--- src/rtl/imem_loader_pkg.sv ---
// Shared constants and state encoding for the uP16 instruction-memory loader.
package imem_loader_pkg;

  localparam logic [7:0] HDR_DEFAULT = 8'hA5;
  localparam int         IDX_W       = 2;

  typedef enum logic [2:0] {
    S_IDLE  = 3'd0,
    S_LEN   = 3'd1,
    S_PAY   = 3'd2,
    S_WRITE = 3'd3,
    S_CHECK = 3'd4
  } state_t;

endpackage

--- src/rtl/imem_loader_if.sv ---
// Byte-stream handshake and instruction-memory write port of the loader.
interface imem_loader_if #(
  parameter int ISIZE = 18,
  parameter int ASIZE = 8
);

  logic             byte_valid;
  logic [7:0]       byte_data;
  logic             byte_ready;
  logic             imem_we;
  logic [ASIZE-1:0] imem_addr;
  logic [ISIZE-1:0] imem_wdata;

  modport slave (
    input  byte_valid, byte_data,
    output byte_ready, imem_we, imem_addr, imem_wdata
  );

  modport master (
    output byte_valid, byte_data,
    input  byte_ready, imem_we, imem_addr, imem_wdata
  );

endinterface

--- src/rtl/imem_loader_inst_assembler.sv ---
// Packs three MSB-first payload bytes into one instruction word.
module inst_assembler
  import imem_loader_pkg::*;
#(
  parameter int ISIZE = 18
) (
  input  logic             clk,
  input  logic             rst,
  input  logic             clear,
  input  logic             shift_en,
  input  logic [7:0]       byte_in,
  output logic [ISIZE-1:0] word,
  output logic             word_full
);

  logic [ISIZE-1:0] sr;
  logic [IDX_W-1:0] idx;

  // Only ISIZE bits are kept: the upper bits of byte 0 fall off the top.
  always_ff @(posedge clk or posedge rst) begin
    if (rst) begin
      sr  <= '0;
      idx <= '0;
    end else if (clear) begin
      idx <= '0;
    end else if (shift_en) begin
      sr  <= ISIZE'({sr[15:0], byte_in});
      idx <= (idx == IDX_W'(2)) ? '0 : idx + 1'b1;
    end
  end

  assign word      = sr;
  assign word_full = shift_en && (idx == IDX_W'(2));

endmodule

--- src/rtl/imem_loader.sv ---
// Boot loader: frames HDR,LEN,3*LEN payload,CK into instruction-memory writes.
//   state   | meaning
//   IDLE    | discard bytes until HDR
//   LEN     | latch instruction count
//   PAY     | collect three bytes of one instruction
//   WRITE   | one-cycle memory write, stream stalled
//   CHECK   | compare CK with running XOR
module imem_loader
  import imem_loader_pkg::*;
#(
  parameter int         ISIZE = 18,
  parameter int         ASIZE = 8,
  parameter logic [7:0] HDR   = HDR_DEFAULT
) (
  input  logic             clk,
  input  logic             rst,
  imem_loader_if.slave     bus,
  output logic             core_rst,
  output logic             load_done,
  output logic             load_err,
  output logic [ASIZE-1:0] count
);

  state_t           state;
  logic [ASIZE-1:0] len;
  logic [7:0]       ck;
  logic             accept;
  logic [ASIZE-1:0] count_nxt;
  logic [ISIZE-1:0] asm_word;
  logic             asm_full;

  assign bus.byte_ready = (state != S_WRITE);
  assign accept         = bus.byte_valid && bus.byte_ready;
  assign count_nxt      = count + ASIZE'(1);

  inst_assembler #(.ISIZE(ISIZE)) u_asm (
    .clk       (clk),
    .rst       (rst),
    .clear     (state == S_IDLE),
    .shift_en  (accept && (state == S_PAY)),
    .byte_in   (bus.byte_data),
    .word      (asm_word),
    .word_full (asm_full)
  );

  always_ff @(posedge clk or posedge rst) begin
    if (rst) begin
      state     <= S_IDLE;
      len       <= '0;
      ck        <= '0;
      count     <= '0;
      core_rst  <= 1'b1;
      load_done <= 1'b0;
      load_err  <= 1'b0;
    end else begin
      case (state)
        S_IDLE: begin
          if (accept && (bus.byte_data == HDR)) begin
            count     <= '0;
            ck        <= '0;
            core_rst  <= 1'b1;
            load_done <= 1'b0;
            load_err  <= 1'b0;
            state     <= S_LEN;
          end
        end
        S_LEN: begin
          if (accept) begin
            len   <= ASIZE'(bus.byte_data);
            ck    <= ck ^ bus.byte_data;
            state <= (ASIZE'(bus.byte_data) == '0) ? S_CHECK : S_PAY;
          end
        end
        S_PAY: begin
          if (accept) begin
            ck <= ck ^ bus.byte_data;
            if (asm_full) state <= S_WRITE;
          end
        end
        S_WRITE: begin
          count <= count_nxt;
          state <= (count_nxt == len) ? S_CHECK : S_PAY;
        end
        S_CHECK: begin
          if (accept) begin
            if (bus.byte_data == ck) begin
              load_done <= 1'b1;
              core_rst  <= 1'b0;
            end else begin
              load_err  <= 1'b1;
            end
            state <= S_IDLE;
          end
        end
        default: state <= S_IDLE;
      endcase
    end
  end

  // Address is the pre-increment count, valid while in WRITE.
  assign bus.imem_we    = (state == S_WRITE);
  assign bus.imem_addr  = count;
  assign bus.imem_wdata = asm_word;

endmodule

--- src/flat_wrapper.sv ---
// flat-port wrapper written by rule: the top's interface ports become plain ports
module imem_loader_flat import imem_loader_pkg::*;
#(
  parameter int         ISIZE = 18,
  parameter int         ASIZE = 8,
  parameter logic [7:0] HDR   = HDR_DEFAULT
)
  (clk, rst, core_rst, load_done, load_err, count, bus_byte_valid, bus_byte_data, bus_byte_ready, bus_imem_we, bus_imem_addr, bus_imem_wdata);
  imem_loader_if #(.ISIZE(ISIZE), .ASIZE(ASIZE)) bus_i ();
  input  logic clk;
  input  logic rst;
  output logic core_rst;
  output logic load_done;
  output logic load_err;
  output logic [ASIZE-1:0] count;
  input wire logic [$bits(bus_i.byte_valid)-1:0] bus_byte_valid;
  input wire logic [$bits(bus_i.byte_data)-1:0] bus_byte_data;
  output wire logic [$bits(bus_i.byte_ready)-1:0] bus_byte_ready;
  output wire logic [$bits(bus_i.imem_we)-1:0] bus_imem_we;
  output wire logic [$bits(bus_i.imem_addr)-1:0] bus_imem_addr;
  output wire logic [$bits(bus_i.imem_wdata)-1:0] bus_imem_wdata;
  assign bus_i.byte_valid = bus_byte_valid;
  assign bus_i.byte_data = bus_byte_data;
  assign bus_byte_ready = bus_i.byte_ready;
  assign bus_imem_we = bus_i.imem_we;
  assign bus_imem_addr = bus_i.imem_addr;
  assign bus_imem_wdata = bus_i.imem_wdata;
  imem_loader #(.ISIZE(ISIZE), .ASIZE(ASIZE), .HDR(HDR)) u_core (.clk(clk), .rst(rst), .bus(bus_i), .core_rst(core_rst), .load_done(load_done), .load_err(load_err), .count(count));
endmodule
--- config.mk ---
export PLATFORM = sky130hd
export DESIGN_NAME = imem_loader_flat
export DESIGN_NICKNAME = d
export VERILOG_FILES = /design/src/rtl/imem_loader_pkg.sv /design/src/rtl/imem_loader_if.sv /design/src/rtl/imem_loader_inst_assembler.sv /design/src/rtl/imem_loader.sv /design/src/flat_wrapper.sv
export SDC_FILE = /design/constraint.sdc
export NUM_CORES = 1
export LEC_CHECK = 0
export BUFFER_PORTS_ARGS = -buffer_cell sky130_fd_sc_hd__buf_2
export CORE_UTILIZATION = 45
export DETAILED_ROUTE_END_ITERATION = 8
export GPL_ROUTABILITY_DRIVEN = 1
export GPL_TIMING_DRIVEN = 0
export PLACE_DENSITY = 0.79
export SYNTH_ARGS = -nofsm -noshare
export SYNTH_HDL_FRONTEND = slang
export SYNTH_SLANG_ARGS = --single-unit
--- constraint.sdc ---
create_clock -name clk -period 3.5 [get_ports clk]
set_input_delay 0.175 -clock clk [delete_from_list [all_inputs] [get_ports clk]]
set_output_delay 0.175 -clock clk [all_outputs]
set_load 0.05 [all_outputs]
==> metrics.json, run 1 <==
{
  "sta": {
    "finalSetupViolations": 0,
    "finalClockSkew_ns": 0.009173,
    "layout_worst_path_cycle_share_pct": 63.29,
    "slew_violations": 0,
    "postLayoutSetupSlackWorst_ns": 1.285,
    "final_critical_delay_including_setup_and_external_delays_ns": 2.215,
    "tns_ns": 0,
    "max_slew.worst_pin.slew_ns": 0.6415,
    "max_clock_freq_mhz": 451.5,
    "slew-limit-headroom_pct": 57.04,
    "rsz0062_at_grt": "no",
    "worst_hold_check_slack_ns": 0.1827,
    "final_hold_viol_count": 0
  },
  "worst_setup_path": {
    "critical_path.endpoint_type": "register",
    "crit_path_max_fanout": 8,
    "crit_type": "register to register",
    "worstPathRequired_ns": 3.70,
    "slowest_delay_ns": 0.47,
    "path_cells": "ha_1 > xor3_1 > a2111oi_2 > nand4b_1 > a211o_1 > o21a_1",
    "start_kind": "register",
    "worst-endpoint-arrival_ns": 2.41,
    "r2r_slack_ns": 1.28,
    "slowest_stage": "sky130_fd_sc_hd__dfrtp_1",
    "ff2ff_path_depth": 6
  },
  "clock_network": {
    "cts.sinks": 50,
    "postCtsSetupRepairBufs": 0,
    "cts_htree_levels": 2,
    "cts_repair_resize_count": 0,
    "cts_buffer_depth": 2,
    "root_buffer_master": "sky130_fd_sc_hd__clkbuf_8",
    "cts_buffers": 5,
    "worst_skew_pair_latency_ns": 0.31,
    "cts_tree": "yes",
    "clkTransAtPathRegs_ns": 0.09
  },
  "yosys": {
    "number_of_enable_flip_flop_cells_after_synthesis": 0,
    "synth-async-reset-ratio_pct": 100.0,
    "post-synth-top-count-cell": "sky130_fd_sc_hd__dfrtp_1",
    "mappedNetlistArea_um2": 2586,
    "synth-warning-count": 0,
    "synth_common_cells": "49 x sky130_fd_sc_hd__dfrtp_1, 31 x sky130_fd_sc_hd__o21ai_0, 26 x sky130_fd_sc_hd__mux2_2",
    "synth.top_cells.by_area": "sky130_fd_sc_hd__dfrtp_1 47%, sky130_fd_sc_hd__mux2_2 11%, sky130_fd_sc_hd__o21ai_0 6.0%",
    "ys_ff_latch": 50,
    "yosysSeqAreaShare_pct": 48.43,
    "synthesis.nets": 255,
    "netlist.area_leader.share_pct": 47.41,
    "synthesis.area_per_instance_um2": 10.64,
    "postSynth.topFlopCell": "sky130_fd_sc_hd__dfrtp_1",
    "post_synth_top_area_cell": "sky130_fd_sc_hd__dfrtp_1",
    "syn-instance-count": 243,
    "ys_types": 51
  },
  "min_path": {
    "hold_path_class": "input pin to register",
    "holdPathStages": 2
  },
  "place": {
    "routabilityCongestion": 0.8615,
    "io_buffer_count": 49,
    "dpl.cell_count": 365,
    "post-place-ws_ns": 1.299,
    "post-dp-hpwl_um": 3838
  },
  "drt": {
    "detail_route.wirelength_um": 5182,
    "vias": 2027,
    "antenna_left": 0,
    "drt_first_pass_iters": 4,
    "detailedRoute.firstIterationViolations": 107,
    "wl_per_cell_um": 13.89,
    "drt-vias-per-instance": 5.434,
    "drc": 0
  },
  "layout": {
    "nets": 313,
    "syn2layout_area_growth_pct": 18.29,
    "final-instance-count-excl-fill": 373,
    "diodes": 0,
    "drive_gt1_share_pct": 35.22
  },
  "power_and_ir_drop": {
    "irDropWorstVdd_uv": 626.3,
    "power_dens_cells_nw_per_um2": 981.6,
    "power.static_leakage_uw": 0.001367
  },
  "floorplan": {
    "die_area_um2": 6054,
    "pin_count": 50,
    "die_w_um": 77.81,
    "floorplan.initialDensity_pct": 46.97,
    "placement_rows": 27,
    "core_area_um2": 5507,
    "die_h_um": 77.81
  },
  "grt": {
    "first_global_vias": 1945,
    "wire_length_of_the_first_global_routing_pass_um": 9052,
    "grt_max_degree": 31,
    "track_usage_pct": 18.97,
    "overflow_after_grt": 0,
    "grt_antenna_before_repair": 0
  },
  "run_status": {
    "run_status": "finished clean"
  },
  "run": {
    "max_cap_violations": 0
  }
}
## sequential cells by signal, summed over array words and instances, names as in the netlist
name	cells
u_core.u_asm.word	18
u_core.bus.imem_addr	8
u_core.ck	8
u_core.len	8
u_core.state	3
u_core.u_asm.idx	2
u_core.core_rst	1
u_core.load_done	1
u_core.load_err	1
## cells by family (layout without fill, tap and decap cells)
family	Yosys count	count (layout)	synth area share, %
adder cells (fa/ha/maj)	1	1	0.4837
AND/OR/NAND/NOR	69	69	15.29
multiplexers	26	26	11.32
flip-flops	50	50	48.43
AO/OA/AOI/OAI	61	61	15.05
XOR/XNOR	11	11	4.306
buffers and inverters	25	83	5.128
## metal layers
metal / GRT usage (%) / vias up / wire length [µm]
met2: 30.71 / 56 / 2526
met1: 24.64 / 983 / 2306
li1: - / 980 / -
met5: 0 / - / 0
met3: 5.176 / 8 / 269
met4: 6.038 / 0 / 80
## where the power goes
group / leakage, µW / switching, µW / internal (µW)
clock: 0.0000542 / 196 / 210
sequential: 0.000614 / 175 / 815
combinational: 0.000699 / 1040 / 562
total: 0.00137 / 1420 / 1590
## placed cells by master, fill, tap and decap left out, types with 2 or more instances in the layout
cell / instances
sky130_fd_sc_hd__a21o_1: 2
sky130_fd_sc_hd__a21oi_1: 5
sky130_fd_sc_hd__a22o_1: 4
sky130_fd_sc_hd__a31oi_1: 3
sky130_fd_sc_hd__and2_1: 3
sky130_fd_sc_hd__and4_1: 2
sky130_fd_sc_hd__buf_1: 2
sky130_fd_sc_hd__buf_2: 53
sky130_fd_sc_hd__buf_4: 9
sky130_fd_sc_hd__clkbuf_1: 3
sky130_fd_sc_hd__clkbuf_8: 5
sky130_fd_sc_hd__dfrtp_1: 49
sky130_fd_sc_hd__inv_1: 6
sky130_fd_sc_hd__mux2_2: 26
sky130_fd_sc_hd__nand2_1: 9
sky130_fd_sc_hd__nand2b_1: 15
sky130_fd_sc_hd__nand3_1: 5
sky130_fd_sc_hd__nand4_1: 3
sky130_fd_sc_hd__nor2_1: 14
sky130_fd_sc_hd__nor2b_1: 2
sky130_fd_sc_hd__nor3_1: 2
sky130_fd_sc_hd__o211ai_1: 3
sky130_fd_sc_hd__o21a_1: 2
sky130_fd_sc_hd__o21ai_0: 31
sky130_fd_sc_hd__o31ai_1: 2
sky130_fd_sc_hd__or2_1: 2
sky130_fd_sc_hd__xnor2_1: 8
sky130_fd_sc_hd__xor2_1: 2
## critical path, delay by kind of cell (launching register included)
family / cells / cell delay [ns]
AND/OR/NAND/NOR: 1 / 0.15
AO/OA/AOI/OAI: 3 / 0.81
XOR/XNOR: 1 / 0.38
flip-flops: 1 / 0.47
adder cells (fa/ha/maj): 1 / 0.30
## timing repair
item | CTS | global route
hold buffers | 1 | 0
endpoints found under the setup margin | 0 | 0
endpoints found under the hold margin | 19 | 0
## worst paths after layout
kind                                                         end                           startpoint
worst max-delay path                 u_core.state[1]$_DFFE_PP0P_  u_core.bus.imem_addr[0]$_DFFE_PP0P_
worst min-delay path                   u_core.len[1]$_DFFE_PP0P_                     bus_byte_data[1]
worst max register to register       u_core.state[1]$_DFFE_PP0P_  u_core.bus.imem_addr[0]$_DFFE_PP0P_
worst min register to register   u_core.u_asm.idx[0]$_DFFE_PP0P_      u_core.u_asm.idx[0]$_DFFE_PP0P_
max in group asynchronous               u_core.ck[6]$_DFFE_PP0P_                                  rst
min in group asynchronous       u_core.u_asm.word[8]$_DFFE_PP0P_                                  rst
## area by class of cell
type                       instances  area (µm²)
fill                             491        2447
inverter                           7       26.28
tap                               72       90.09
clock inverter                     2       38.79
multi-input combinational        168        1201
buffer                            18       106.4
clock buffer                       5       68.82
timing repair buffer              51       275.3
sequential                        50        1252
## stage by stage
step | instance area (µm²) | util, % | total power, µW
floorplan | 2586 | - | 2262
global placement | 2922 | 53.06 | 2562
detailed placement | 2942 | 53.42 | 2610
CTS | 3059 | 55.56 | 3024
global route | 3059 | 55.56 | 3196
finish | 3059 | 55.56 | 3003
Power figures use the tool's default switching activity.
==> run 2: changes to the inputs <==
- clock period: 3.5 -> 2.1 ns (I/O delays scaled with it)
==> run 2 against run 1 <==
- setup slack lost 1.2 ns
- total power grew 68%
- via count unchanged
- first-iteration DRC count grew 33%
- die area stayed put
- final area rose by 0.94%
- utilization is 0.52 points higher
- global-route usage fell by 0.29 points
- combinational power grew 71%
- sequential share of layout area shrank 0.26 points
- routed wire length rose by 3.6%
- critical path depth did not move
==> metrics.json, run 2 (synthesis results as in run 1) <==
{
  "power_and_ir_drop": {
    "power.static_leakage_uw": 0.001369,
    "power_dens_cells_nw_per_um2": 1630,
    "irDropWorstVdd_uv": 1181
  },
  "layout": {
    "nets": 315,
    "layout.cells.most_common_list": "51 x sky130_fd_sc_hd__buf_2, 46 x sky130_fd_sc_hd__dfrtp_1, 31 x sky130_fd_sc_hd__o21ai_0",
    "final-seq-area_um2": 1256,
    "num-fill-cells": 469,
    "layout.cells.most_common": "sky130_fd_sc_hd__buf_2",
    "diodes": 0,
    "drive_gt1_share_pct": 37.50,
    "final-instance-count-excl-fill": 376,
    "multi_input_comb_area_um2": 1219,
    "syn2layout_area_growth_pct": 19.40,
    "flip_flop_count_of_the_largest_register_after_layout": 18,
    "final_cell_area_um2": 3088
  },
  "place": {
    "placedInstanceArea_um2": 2958,
    "routabilityCongestion": 0.8361,
    "dpl.cell_count": 365,
    "io_buffer_count": 49,
    "post-dp-hpwl_um": 3902
  },
  "floorplan": {
    "die_h_um": 77.81,
    "die_area_um2": 6054,
    "pin_count": 50,
    "die_w_um": 77.81,
    "floorplan.initialDensity_pct": 46.97,
    "placement_rows": 27,
    "core_area_um2": 5507
  },
  "drt": {
    "wl_per_cell_um": 14.28,
    "detailedRoute.firstIterationViolations": 142,
    "detailroute.wirelength.met3_um": 264,
    "drt-met1-wl_um": 2422,
    "highest_layer": "met4",
    "drt-vias-per-instance": 5.391,
    "vias": 2027,
    "detail_route.wirelength_um": 5368,
    "wl_met2_um": 2648,
    "antenna_left": 0,
    "drc": 0,
    "drt_first_pass_iters": 5
  },
  "grt": {
    "overflow_after_grt": 0,
    "track_usage_pct": 18.68,
    "wire_length_of_the_first_global_routing_pass_um": 9045,
    "grt_max_degree": 38,
    "first_global_vias": 1956,
    "grt_antenna_before_repair": 0
  },
  "sta": {
    "slew-limit-headroom_pct": 60.57,
    "layout_worst_path_cycle_share_pct": 94.95,
    "tns_ns": 0,
    "rsz0062_at_grt": "no",
    "max_clock_freq_mhz": 501.5,
    "slew_violations": 0,
    "final_hold_viol_count": 0,
    "worst_hold_check_slack_ns": 0.1188,
    "finalClockSkew_ns": 0.005222,
    "max_slew.worst_pin.slew_ns": 0.5879,
    "final_critical_delay_including_setup_and_external_delays_ns": 1.994,
    "finalSetupViolations": 0
  },
  "worst_setup_path": {
    "critical_path.endpoint_type": "output pin",
    "critical-path-top-delay-family": "buffers and inverters",
    "slowest_stage": "sky130_fd_sc_hd__dfrtp_1",
    "crit_type": "register to output pin",
    "worst-endpoint-arrival_ns": 1.89,
    "path_cells": "clkbuf_4 > nand2_1 > or2_2 > buf_2 > inv_2 > buf_4",
    "slowest_delay_ns": 0.39,
    "crit_path_max_fanout": 10,
    "start_kind": "register",
    "worstPathBufferInverterCount": 4,
    "worstPathRequired_ns": 2.00
  },
  "clock_network": {
    "cts_htree_levels": 2,
    "root_buffer_master": "sky130_fd_sc_hd__clkbuf_8",
    "worst_skew_pair_latency_ns": 0.31,
    "cts.sinks": 50,
    "cts_buffer_depth": 2,
    "cts_tree": "yes",
    "cts_buffers": 5,
    "clkTransAtPathRegs_ns": 0.10
  },
  "run_status": {
    "run_status": "finished clean"
  },
  "min_path": {
    "hold_path_class": "input pin to register"
  },
  "run": {
    "max_cap_violations": 0
  }
}
## run 2: what timing repair did
action	4_1_cts	5_1_grt
hold buffers	1	0
endpoints found under the setup margin	11	2
setup buffers	0	2
pin swaps	0	1
gates resized for setup	3	1
hold endpoints to repair	13	0
## run 2: metrics by stage
step | worst slack (ns) | util, % | power, µW
6_report | 0.1060 | 56.08 | 5034
3_3_place_gp | 0.005737 | 53.35 | 4304
3_5_place_dp | -0.02494 | 53.72 | 4392
5_1_grt | 0.02093 | 56.08 | 5324
2_1_floorplan | 0.02940 | - | 3799
4_1_cts | 0.002769 | 55.76 | 5024
## run 2: metal layers
metal  vias to the layer above  GRT usage (%)
li1                        981              -
met5                         -              0
met1                       986          24.43
met2                        57          31.33
met3                         3          3.882
met4                         0          5.094
## run 2: layout make-up
class / count / share of cell area [%]
Timing Repair Buffer: 53 / 9.481
Buffer: 18 / 3.525
Tap cell: 72 / 2.917
Inverter: 7 / 0.8509
Clock inverter: 3 / 0.8509
Sequential cell: 50 / 40.68
Multi-Input combinational cell: 168 / 39.47
Clock buffer: 5 / 2.229
## run 2: power breakdown
| part | internal (µW) | switching (µW) |
|---|---|---|
| combinational | 991 | 1770 |
| sequential | 1360 | 305 |
| clock | 246 | 361 |
## run 2: final timing paths
kind	cells past startpoint	slack [ns]	endpoint	from
worst max register to register	6	0.16	u_core.u_asm.word[8]$_DFFE_PP0P_	u_core.state[0]$_DFFE_PP0P_
worst min register to register	1	0.52	u_core.u_asm.word[17]$_DFFE_PP0P_	u_core.u_asm.word[17]$_DFFE_PP0P_
worst min-delay path	2	0.12	u_core.len[3]$_DFFE_PP0P_	bus_byte_data[3]
min in group asynchronous	3	0.28	u_core.u_asm.word[16]$_DFFE_PP0P_	rst
worst max-delay path	6	0.11	bus_imem_we	u_core.state[1]$_DFFE_PP0P_
max in group asynchronous	4	1.27	u_core.core_rst$_DFFE_PP1P_	rst
==> run 3: changes to the inputs <==
- CAP_MARGIN: unset -> 20
- clock period: 2.1 -> 1.88 ns (I/O delays scaled with it)
==> run 3 against run 2 <==
- count of clock-buffer cells in the layout up 2
- non-clock buffer count up 5
- die area unchanged
- worst hold slack worse by 0.011 ns
- routed wire length up 6.7%
- total power up 14%
- sequential power up 12%
- via count up 1.1%
- global-route usage up 1.3 points
- critical path type is now register to register
- largest power group unchanged
==> metrics.json, run 3 (synthesis results as in run 1) <==
{
  "worst_setup_path": {
    "r2r_slack_ns": 0.02,
    "slowest_delay_ns": 0.47,
    "worstPathBufferInverterCount": 0,
    "worst-endpoint-arrival_ns": 2.06,
    "critical-path-top-delay-family": "compound AO/OA/AOI/OAI gates",
    "start_kind": "register",
    "worstPathRequired_ns": 2.08,
    "path_cells": "and4_2 > a2111oi_2 > nand4b_1 > a211o_1 > o21a_1",
    "slowest_stage": "sky130_fd_sc_hd__dfrtp_2",
    "crit_path_max_fanout": 7,
    "crit_type": "register to register",
    "critical_path.endpoint_type": "register"
  },
  "clock_network": {
    "worst_skew_pair_latency_ns": 0.30,
    "clkTransAtPathRegs_ns": 0.09,
    "cts_htree_levels": 2,
    "cts_tree": "yes",
    "cts_buffers": 5,
    "root_buffer_master": "sky130_fd_sc_hd__clkbuf_8",
    "cts_buffer_depth": 2,
    "cts.sinks": 50
  },
  "sta": {
    "worst_hold_check_slack_ns": 0.1083,
    "max_clock_freq_mhz": 537.6,
    "max_slew.worst_pin.slew_ns": 0.5790,
    "finalClockSkew_ns": 0.002839,
    "slew_violations": 0,
    "layout_worst_path_cycle_share_pct": 98.95,
    "rsz0062_at_grt": "yes",
    "finalSetupViolations": 0,
    "slew-limit-headroom_pct": 61.17,
    "final_hold_viol_count": 0,
    "final_critical_delay_including_setup_and_external_delays_ns": 1.860
  },
  "grt": {
    "wire_length_of_the_first_global_routing_pass_um": 9404,
    "grt_max_degree": 33,
    "first_global_vias": 1955,
    "overflow_after_grt": 0,
    "grt_antenna_before_repair": 0,
    "track_usage_pct": 19.93
  },
  "floorplan": {
    "die_w_um": 77.81,
    "die_h_um": 77.81,
    "core_area_um2": 5507,
    "floorplan.initialDensity_pct": 46.97,
    "placement_rows": 27,
    "pin_count": 50,
    "die_area_um2": 6054
  },
  "drt": {
    "vias": 2050,
    "drt_first_pass_iters": 4,
    "detail_route.wirelength_um": 5726,
    "drc": 0,
    "detailedRoute.firstIterationViolations": 86,
    "antenna_left": 0,
    "drt-vias-per-instance": 5.395,
    "wl_per_cell_um": 15.07
  },
  "place": {
    "routabilityCongestion": 0.7855,
    "io_buffer_count": 49,
    "post-dp-hpwl_um": 3958
  },
  "layout": {
    "drive_gt1_share_pct": 39.61,
    "layout.cells.most_common": "sky130_fd_sc_hd__buf_2",
    "syn2layout_area_growth_pct": 22.11,
    "flip_flop_count_of_the_largest_register_after_layout": 18,
    "layout.cells.most_common_list": "49 x sky130_fd_sc_hd__buf_2, 45 x sky130_fd_sc_hd__dfrtp_1, 29 x sky130_fd_sc_hd__o21ai_0",
    "diodes": 0,
    "nets": 320
  },
  "power_and_ir_drop": {
    "power.static_leakage_uw": 0.001398,
    "irDropWorstVdd_uv": 1290,
    "fin_total_pwr_uw": 5736,
    "power_dens_cells_nw_per_um2": 1816
  },
  "min_path": {
    "hold_path_class": "input pin to register"
  },
  "run_status": {
    "run_status": "finished clean"
  },
  "run": {
    "max_cap_violations": 0
  }
}
==> run 3: path summary, 6_finish.rpt <==
path,depth (start not counted),from,endpoint
worst min-delay path,3,bus_byte_data[7],u_core.ck[7]$_DFFE_PP0P_
min in group asynchronous,3,rst,u_core.u_asm.word[16]$_DFFE_PP0P_
worst min register to register,1,u_core.u_asm.idx[0]$_DFFE_PP0P_,u_core.u_asm.idx[0]$_DFFE_PP0P_
max in group asynchronous,4,rst,u_core.core_rst$_DFFE_PP1P_
worst max register to register,5,u_core.bus.imem_addr[3]$_DFFE_PP0P_,u_core.state[1]$_DFFE_PP0P_
worst max-delay path,5,u_core.bus.imem_addr[3]$_DFFE_PP0P_,u_core.state[1]$_DFFE_PP0P_
==> run 3: area by class of cell <==
type / instances / area [µm²]
fill: 453 / 2349
sequential: 50 / 1257
multi-input combinational: 168 / 1239
timing repair buffer: 60 / 349.1
buffer: 16 / 106.4
tap: 72 / 90.09
clock buffer: 7 / 86.33
inverter: 7 / 30.03
==> run 3: per-stage QoR <==
step / util [%] / area, µm² / cells / worst slack [ns] / setup TNS, ns
final: 57.35 / 3158 / 380 / 0.01976 / 0
after global routing: 57.35 / 3158 / 380 / -0.04355 / -0.04355
after CTS: 56.62 / 3118 / 379 / 0.0006088 / 0
after detailed placement: 53.81 / 2963 / 365 / -0.1995 / -1.946
after global placement: 53.44 / 2943 / 364 / -0.2044 / -4.382
after floorplan: - / 2608 / 243 / -0.04339 / -0.04339
==> run 3: report_power, final <==
part	total, µW	switching [µW]	internal [µW]	leakage [µW]
registers	1870	344	1530	0.000609
logic	3230	2030	1200	0.000744
clock network	637	344	293	0.0000443
==> run 3: worst reg2reg max path: stages, from the launching register on <==
cell                        delay, ns
sky130_fd_sc_hd__dfrtp_2         0.47
sky130_fd_sc_hd__and4_2          0.29
sky130_fd_sc_hd__a2111oi_2       0.38
sky130_fd_sc_hd__nand4b_1        0.18
sky130_fd_sc_hd__a211o_1         0.27
sky130_fd_sc_hd__o21a_1          0.17
==> run 3: layer usage <==
layer,global-route usage [%],vias up,routed length [µm]
li1,-,989,-
met1,25.82,988,2569
met2,33.45,65,2778
met3,4.118,8,300
met4,6.038,0,78
met5,0,-,0
==> run 3: what timing repair did <==
action	4_1_cts	5_1_grt
hold buffers	1	0
setup endpoints to repair	13	12
endpoints found under the hold margin	18	0
setup buffers	6	3
gates resized for setup	4	8
pin swaps	3	1
